<file path="src/rtl/hamming_secded_decoder.sv">
// Pipelined Hamming SEC-DED decoder with a valid/ready stream interface and
// saturating corrected/uncorrectable error counters.
module hamming_secded_decoder #(
  parameter int DATA_W = 8,
  parameter int PAR_W  = 4,
  parameter int CNT_W  = 16
) (
  input  logic                    clk,
  input  logic                    rst,
  input  logic                    in_valid,
  output logic                    in_ready,
  input  logic [DATA_W+PAR_W:0]   cw_in,
  output logic                    out_valid,
  input  logic                    out_ready,
  output logic [DATA_W-1:0]       dout,
  output logic                    err_corr,
  output logic                    err_uncorr,
  output logic [PAR_W-1:0]        err_pos,
  output logic [CNT_W-1:0]        corr_cnt,
  output logic [CNT_W-1:0]        uncorr_cnt,
  input  logic                    cnt_clr
);

  localparam int N    = DATA_W + PAR_W;
  localparam int CW_W = N + 1;

  localparam logic [PAR_W-1:0] N_POS   = PAR_W'(N);
  localparam logic [CNT_W-1:0] CNT_MAX = '1;

  // The syndrome must be able to name every position, and the highest parity
  // position must land inside the codeword, or the data layout breaks.
  if ((1 << PAR_W) < N + 1) begin : g_bad_par_w
    $error("hamming_secded_decoder: PAR_W too small for DATA_W");
  end
  if ((1 << (PAR_W - 1)) > N) begin : g_bad_layout
    $error("hamming_secded_decoder: PAR_W too large for DATA_W");
  end

  // Codeword position of data bit k: the k-th non-power-of-two position.
  function automatic int data_pos(input int k);
    int cnt;
    int res;
    cnt = 0;
    res = 0;
    for (int p = 1; p <= N; p++) begin
      if ((p & (p - 1)) != 0) begin
        if (cnt == k) res = p;
        cnt = cnt + 1;
      end
    end
    return res;
  endfunction

  logic                   s1_valid_q, s1_valid_d;
  logic [CW_W-1:0]        s1_cw_q, s1_cw_d;
  logic [PAR_W-1:0]       s1_syn_q, s1_syn_d;
  logic                   s1_par_q, s1_par_d;

  logic                   s2_valid_q, s2_valid_d;
  logic [DATA_W-1:0]      dout_q, dout_d;
  logic                   err_corr_q, err_corr_d;
  logic                   err_uncorr_q, err_uncorr_d;
  logic [PAR_W-1:0]       err_pos_q, err_pos_d;

  logic [CNT_W-1:0]       corr_cnt_q, corr_cnt_d;
  logic [CNT_W-1:0]       uncorr_cnt_q, uncorr_cnt_d;

  logic                   load_s1, load_s2, out_hs;
  logic [PAR_W-1:0]       syn_in;
  logic                   par_in;

  logic                   syn_zero, syn_in_range;
  logic                   is_single, is_par_only, is_uncorr;
  logic [CW_W-1:0]        flip_mask, cw_fix;
  logic [DATA_W-1:0]      raw_data, fix_data;
  logic                   unused_bits;

  assign load_s2  = !s2_valid_q || out_ready;
  assign load_s1  = !s1_valid_q || load_s2;
  assign in_ready = load_s1;
  assign out_hs   = s2_valid_q && out_ready;

  assign par_in = ^cw_in;

  // Syndrome of the incoming codeword: XOR of the indices of all set bits.
  always_comb begin
    syn_in = '0;
    for (int i = 1; i <= N; i++) begin
      if (cw_in[i]) syn_in = syn_in ^ PAR_W'(i);
    end
  end

  // Stage 1 captures the codeword with its syndrome and overall parity.
  always_comb begin
    s1_valid_d = s1_valid_q;
    s1_cw_d    = s1_cw_q;
    s1_syn_d   = s1_syn_q;
    s1_par_d   = s1_par_q;
    if (load_s1) begin
      s1_valid_d = in_valid;
      if (in_valid) begin
        s1_cw_d  = cw_in;
        s1_syn_d = syn_in;
        s1_par_d = par_in;
      end
    end
  end

  // Classify the stage-1 word and build the single-bit correction mask.
  always_comb begin
    syn_zero     = (s1_syn_q == '0);
    syn_in_range = (s1_syn_q <= N_POS);
    is_single    = s1_par_q && !syn_zero && syn_in_range;
    is_par_only  = s1_par_q && syn_zero;
    is_uncorr    = (!syn_zero && !s1_par_q) || (s1_par_q && !syn_in_range);
    flip_mask    = is_single ? (CW_W'(1) << s1_syn_q) : '0;
    cw_fix       = s1_cw_q ^ flip_mask;
  end

  for (genvar k = 0; k < DATA_W; k++) begin : g_extract
    localparam int POS = data_pos(k);
    assign raw_data[k] = s1_cw_q[POS];
    assign fix_data[k] = cw_fix[POS];
  end

  // Parity positions are only needed for the syndrome, not for extraction.
  assign unused_bits = ^{s1_cw_q, cw_fix};

  // Stage 2 registers the decoded data and flags; it holds while stalled.
  always_comb begin
    s2_valid_d   = s2_valid_q;
    dout_d       = dout_q;
    err_corr_d   = err_corr_q;
    err_uncorr_d = err_uncorr_q;
    err_pos_d    = err_pos_q;
    if (load_s2) begin
      s2_valid_d = s1_valid_q;
      if (s1_valid_q) begin
        dout_d       = is_uncorr ? raw_data : fix_data;
        err_corr_d   = is_single || is_par_only;
        err_uncorr_d = is_uncorr;
        err_pos_d    = is_single ? s1_syn_q : '0;
      end
    end
  end

  // Saturating error counters, advanced once per output handshake.
  always_comb begin
    corr_cnt_d   = corr_cnt_q;
    uncorr_cnt_d = uncorr_cnt_q;
    if (cnt_clr) begin
      corr_cnt_d   = '0;
      uncorr_cnt_d = '0;
    end else if (out_hs) begin
      if (err_corr_q && corr_cnt_q != CNT_MAX)
        corr_cnt_d = corr_cnt_q + 1'b1;
      if (err_uncorr_q && uncorr_cnt_q != CNT_MAX)
        uncorr_cnt_d = uncorr_cnt_q + 1'b1;
    end
  end

  // State registers; reset discards in-flight words and clears the counters.
  always_ff @(posedge clk or posedge rst) begin
    if (rst) begin
      s1_valid_q   <= 1'b0;
      s1_cw_q      <= '0;
      s1_syn_q     <= '0;
      s1_par_q     <= 1'b0;
      s2_valid_q   <= 1'b0;
      dout_q       <= '0;
      err_corr_q   <= 1'b0;
      err_uncorr_q <= 1'b0;
      err_pos_q    <= '0;
      corr_cnt_q   <= '0;
      uncorr_cnt_q <= '0;
    end else begin
      s1_valid_q   <= s1_valid_d;
      s1_cw_q      <= s1_cw_d;
      s1_syn_q     <= s1_syn_d;
      s1_par_q     <= s1_par_d;
      s2_valid_q   <= s2_valid_d;
      dout_q       <= dout_d;
      err_corr_q   <= err_corr_d;
      err_uncorr_q <= err_uncorr_d;
      err_pos_q    <= err_pos_d;
      corr_cnt_q   <= corr_cnt_d;
      uncorr_cnt_q <= uncorr_cnt_d;
    end
  end

  assign out_valid  = s2_valid_q;
  assign dout       = dout_q;
  assign err_corr   = err_corr_q;
  assign err_uncorr = err_uncorr_q;
  assign err_pos    = err_pos_q;
  assign corr_cnt   = corr_cnt_q;
  assign uncorr_cnt = uncorr_cnt_q;

endmodule
</file>
<file path="config.mk">
export PLATFORM = sky130hd
export DESIGN_NAME = hamming_secded_decoder
export DESIGN_NICKNAME = d
export VERILOG_FILES = /design/src/rtl/hamming_secded_decoder.sv
export SDC_FILE = /design/constraint.sdc
export NUM_CORES = 1
export LEC_CHECK = 0
export CORE_ASPECT_RATIO = 0.8
export CORE_MARGIN = 2
export CORE_UTILIZATION = 40
export DETAILED_ROUTE_END_ITERATION = 16
export HOLD_SLACK_MARGIN = 0.02
export PLACE_DENSITY = 0.66
export SLEW_MARGIN = 20
export SYNTH_ARGS = -nofsm -noshare
export SYNTH_HDL_FRONTEND = slang
export SYNTH_SLANG_ARGS = --single-unit
</file>
<file path="constraint.sdc">
create_clock -name clk -period 1.76 [get_ports clk]
set_input_delay 0.352 -clock clk [delete_from_list [all_inputs] [get_ports clk]]
set_output_delay 0.352 -clock clk [all_outputs]
set_load 0.02 [all_outputs]
</file>
==> metrics.cfg <==
[floorplanning]
initial_utilization_pct=42.03
coreArea_sq_um=7532
die_width_um=103.5
rows=28
fp.dieArea_sq_um=8646
ios=66
chipHeight_um=83.57

[setup_path]
timing.critical_path.arrival_ns=1.36
crit_path_top_delay_cell=clkdlybuf4s50_1
crit_path_cell_trace=clkdlybuf4s50_1
worst_ep_required_time_ns=1.41
endpoint=err_uncorr
crit-reg2reg-capture=corr_cnt[7]
path_type_of_the_worst_setup_path=flop to output port
cell_count_of_the_worst_reg_to_reg_path=6
timing.critical_path.slowest_cell_delay_ns=0.62
setup.worst_path.start_class=flop
critical_path.n_buffers_inverters=1
regToRegStartpoint=corr_cnt[0]
critical_path.startpoint=err_uncorr
setup_slack_of_the_worst_register_to_register_path_ns=0.11
critPathCaptureType=output port
critical_path.max_fanout=3
critical_path_depth=1
critical-path-top-delay-family=buffers and inverters

[global_routing]
grt_first_pass_wirelength_um=11790
antenna_found_initial=0
grt_pass1_vias=2578
grtUsageTotal_pct=17.37
grt_total_ovfl=0
grt_start_max_net_pins=34

[detailed_routing]
route.final.wire_length_um=7022
via_density_per_instance=4.848
drt_pass1_iterations=4
routed_wl_per_cell_um=13.20
detailedRoute.firstIterationViolations=32
route.vias.total=2579
drt_drc_violations_left=0
postRouteAntennaNets=0

[cts]
number_of_buffers_between_clock_root_and_the_deepest_sink=2
numClockSinks=61
holdBufCountCts=0
tritoncts=yes
cts_buffers=9
clkLatencyLatePin_ns=0.34
cts_root_buf=clkbuf_8
clkSlewWorstSetupHoldPaths_ns=0.07
clock_tree.htree_level_count=3

[placed_design]
portBuffers=65
dp_hpwl_um=5177
gp_congestion=0.7773
dp.cells=511

[timing]
timing.clock.skew_ns=0.006582
clock.fmax_mhz=583.9
tightest_slew_ns=0.3654
slew_violations=0
slew-limit-headroom_pct=75.30
finalHoldViolations=0
timing.setup.tns_ns=0
layout_min_cycle_time_ns=1.713
report.final.setup_viol=0
period_share_pct=97.31

[synth]
synth_area_sq_um=3166
synth_edf_count=0
synth_cell_type_count=42
synth-async-reset-ratio_pct=100.0
post_synth_inst_count=311
total_of_warnings_raised_by_yosys=0
synth-seq-cells=61
synth.avg_cell_area_sq_um=10.18
nets_in_the_synthesized_netlist=331
yosysSeqAreaShare_pct=48.22
synth-main-ff-cell=dfrtp_1

[layout]
area_occupied_by_multi_input_gates_sq_um=1619
post_route_cells_drive_above_1_share_pct=20.37
filler_cell_count=672
finish.cell_count_without_fillers=532
diodes=0
nets=442
regArea_sq_um=1529
layout-area-overhead-vs-synth_pct=42.85

[run_status]
run_status=complete, no violations

[hold_path]
worstHoldPathType=input pin to async pin

[job]
max-cap-violations=0

[power]
cellLeakagePower_nw=2.037
powerDensity_nw_per_um2=908.8
worst_supply_voltage_drop_on_vdd_mv=0.4285

==> worst min path at each step <==
stage	from	end	slack, ns	cells past startpoint
finish	rst	s1_cw_q[6]	0.33	2
global route	rst	dout[3]	0.33	2
CTS	rst	s1_cw_q[6]	0.31	2
detailed placement	dout[3]	dout[3]	0.47	2
global placement	dout[3]	dout[3]	0.47	2
floorplan	cnt_clr	corr_cnt[9]	0.42	1
==> where the power goes <==
group,switching (W),leakage [nW],internal (W)
registers,0.000172,0.795,0.00158
logic,0.000485,1.13,0.000541
clock network,0.000538,0.107,0.000791
total,0.00120,2.04,0.00291
==> repair_timing <==
action                     CTS  global route
pin swaps                    0             2
gates resized for setup     25            14
setup endpoints to repair   24            23
buffers inserted             0             5
hold endpoints to repair     0             0
==> routing by layer <==
| layer | share of wire, % | track usage [%] | up-vias |
|---|---|---|---|
| met4 | 0.21 | 5.742 | 0 |
| met5 | 0 | 0 | - |
| met2 | 49 | 28.04 | 50 |
| met3 | 4.3 | 5.109 | 2 |
| met1 | 47 | 22.11 | 1225 |
| li1 | - | - | 1302 |
==> cells in the mapped netlist, types with 2 or more instances <==
| cell | instances | share of area [%] |
|---|---|---|
| dfrtp_1 | 61 | 48 |
| xnor2_1 | 48 | 13 |
| nor2_1 | 42 | 5.0 |
| nand2_1 | 27 | 3.2 |
| o21ai_0 | 11 | 1.7 |
| nand3_1 | 10 | 1.6 |
| a211oi_1 | 9 | 2.1 |
| clkbuf_1 | 9 | 1.1 |
| xor2_1 | 8 | 2.2 |
| mux2_2 | 7 | 2.5 |
| and3_1 | 6 | 1.2 |
| inv_1 | 6 | 0.71 |
| a21oi_1 | 5 | 0.79 |
| nand2b_1 | 5 | 0.99 |
| nand4_1 | 5 | 0.99 |
| a22o_1 | 4 | 1.1 |
| nand3b_1 | 4 | 0.95 |
| nor4_2 | 4 | 1.6 |
| or2_1 | 4 | 0.79 |
| nor3_1 | 3 | 0.47 |
| nor4_1 | 3 | 0.59 |
| a21o_1 | 2 | 0.47 |
| buf_2 | 2 | 0.32 |
| ha_1 | 2 | 0.79 |
| mux2_1 | 2 | 0.71 |
| mux2i_1 | 2 | 0.63 |
| o211ai_1 | 2 | 0.47 |
| o21ai_1 | 2 | 0.32 |
| o21bai_1 | 2 | 0.47 |
| or3_1 | 2 | 0.40 |
==> layout make-up <==
type                            count  area share (%)
Inverter                            6          0.5811
Multi-Input combinational cell    233           35.81
Clock inverter                      5           1.660
Tap cell                          105           2.905
Clock buffer                       11           2.905
Timing Repair Buffer              111           22.33
Sequential cell                    61           33.81
==> cell usage in the layout (no fill, tap or decap), types with 3 or more instances in the layout <==
master	n
a211oi_1	8
a21oi_1	4
a22o_1	4
and3_1	5
buf_4	44
clkbuf_8	9
clkdlybuf4s50_1	34
clkinv_2	3
dfrtp_1	59
dlygate4sd2_1	23
dlymetal6s2s_1	7
inv_1	5
mux2_2	7
nand2_1	26
nand2b_1	5
nand3_1	8
nand3_2	3
nand3b_1	4
nand4_1	5
nor2_1	42
nor4_2	4
o21ai_0	11
or2_1	4
xnor2_1	48
xor2_1	8
==> through the flow <==
| stage | util, % | area [sq um] | hold slack, ns | power (W) | setup WS (ns) |
|---|---|---|---|---|---|
| 2_1_floorplan | - | 3186 | 0.4151 | 0.002323 | 0.001576 |
| 3_3_place_gp | 56.50 | 4255 | 0.4688 | 0.002811 | -0.3228 |
| 3_5_place_dp | 56.50 | 4255 | 0.4746 | 0.002831 | -0.3406 |
| 4_1_cts | 58.85 | 4433 | 0.3077 | 0.004184 | 0.0002668 |
| 5_1_grt | 60.03 | 4522 | 0.3315 | 0.004337 | -0.01631 |
| 6_report | 60.03 | 4522 | 0.3263 | 0.004110 | 0.04733 |
==> kinds of logic (layout without fill, tap and decap cells) <==
| kind of cell | Yosys count | in the layout | synth area share, % |
|---|---|---|---|
| DFF | 61 | 61 | 48.22 |
| adders and majority gates | 2 | 2 | 0.7904 |
| buffers and inverters | 17 | 133 | 2.095 |
| xor gates and xnor gates | 56 | 56 | 15.49 |
| muxes | 11 | 11 | 3.834 |
| AOI/OAI and AO/OA | 42 | 42 | 9.407 |
| and+or+nand+nor | 122 | 122 | 20.16 |
==> sequential cells by signal, summed over array words and instances (netlist names), 4 cells and up <==
register,count
s1_cw_q,8
err_pos,4
s1_syn_q,4
dout,8
corr_cnt,16
uncorr_cnt,16
Note: power is estimated with default switching activity, not from simulation.
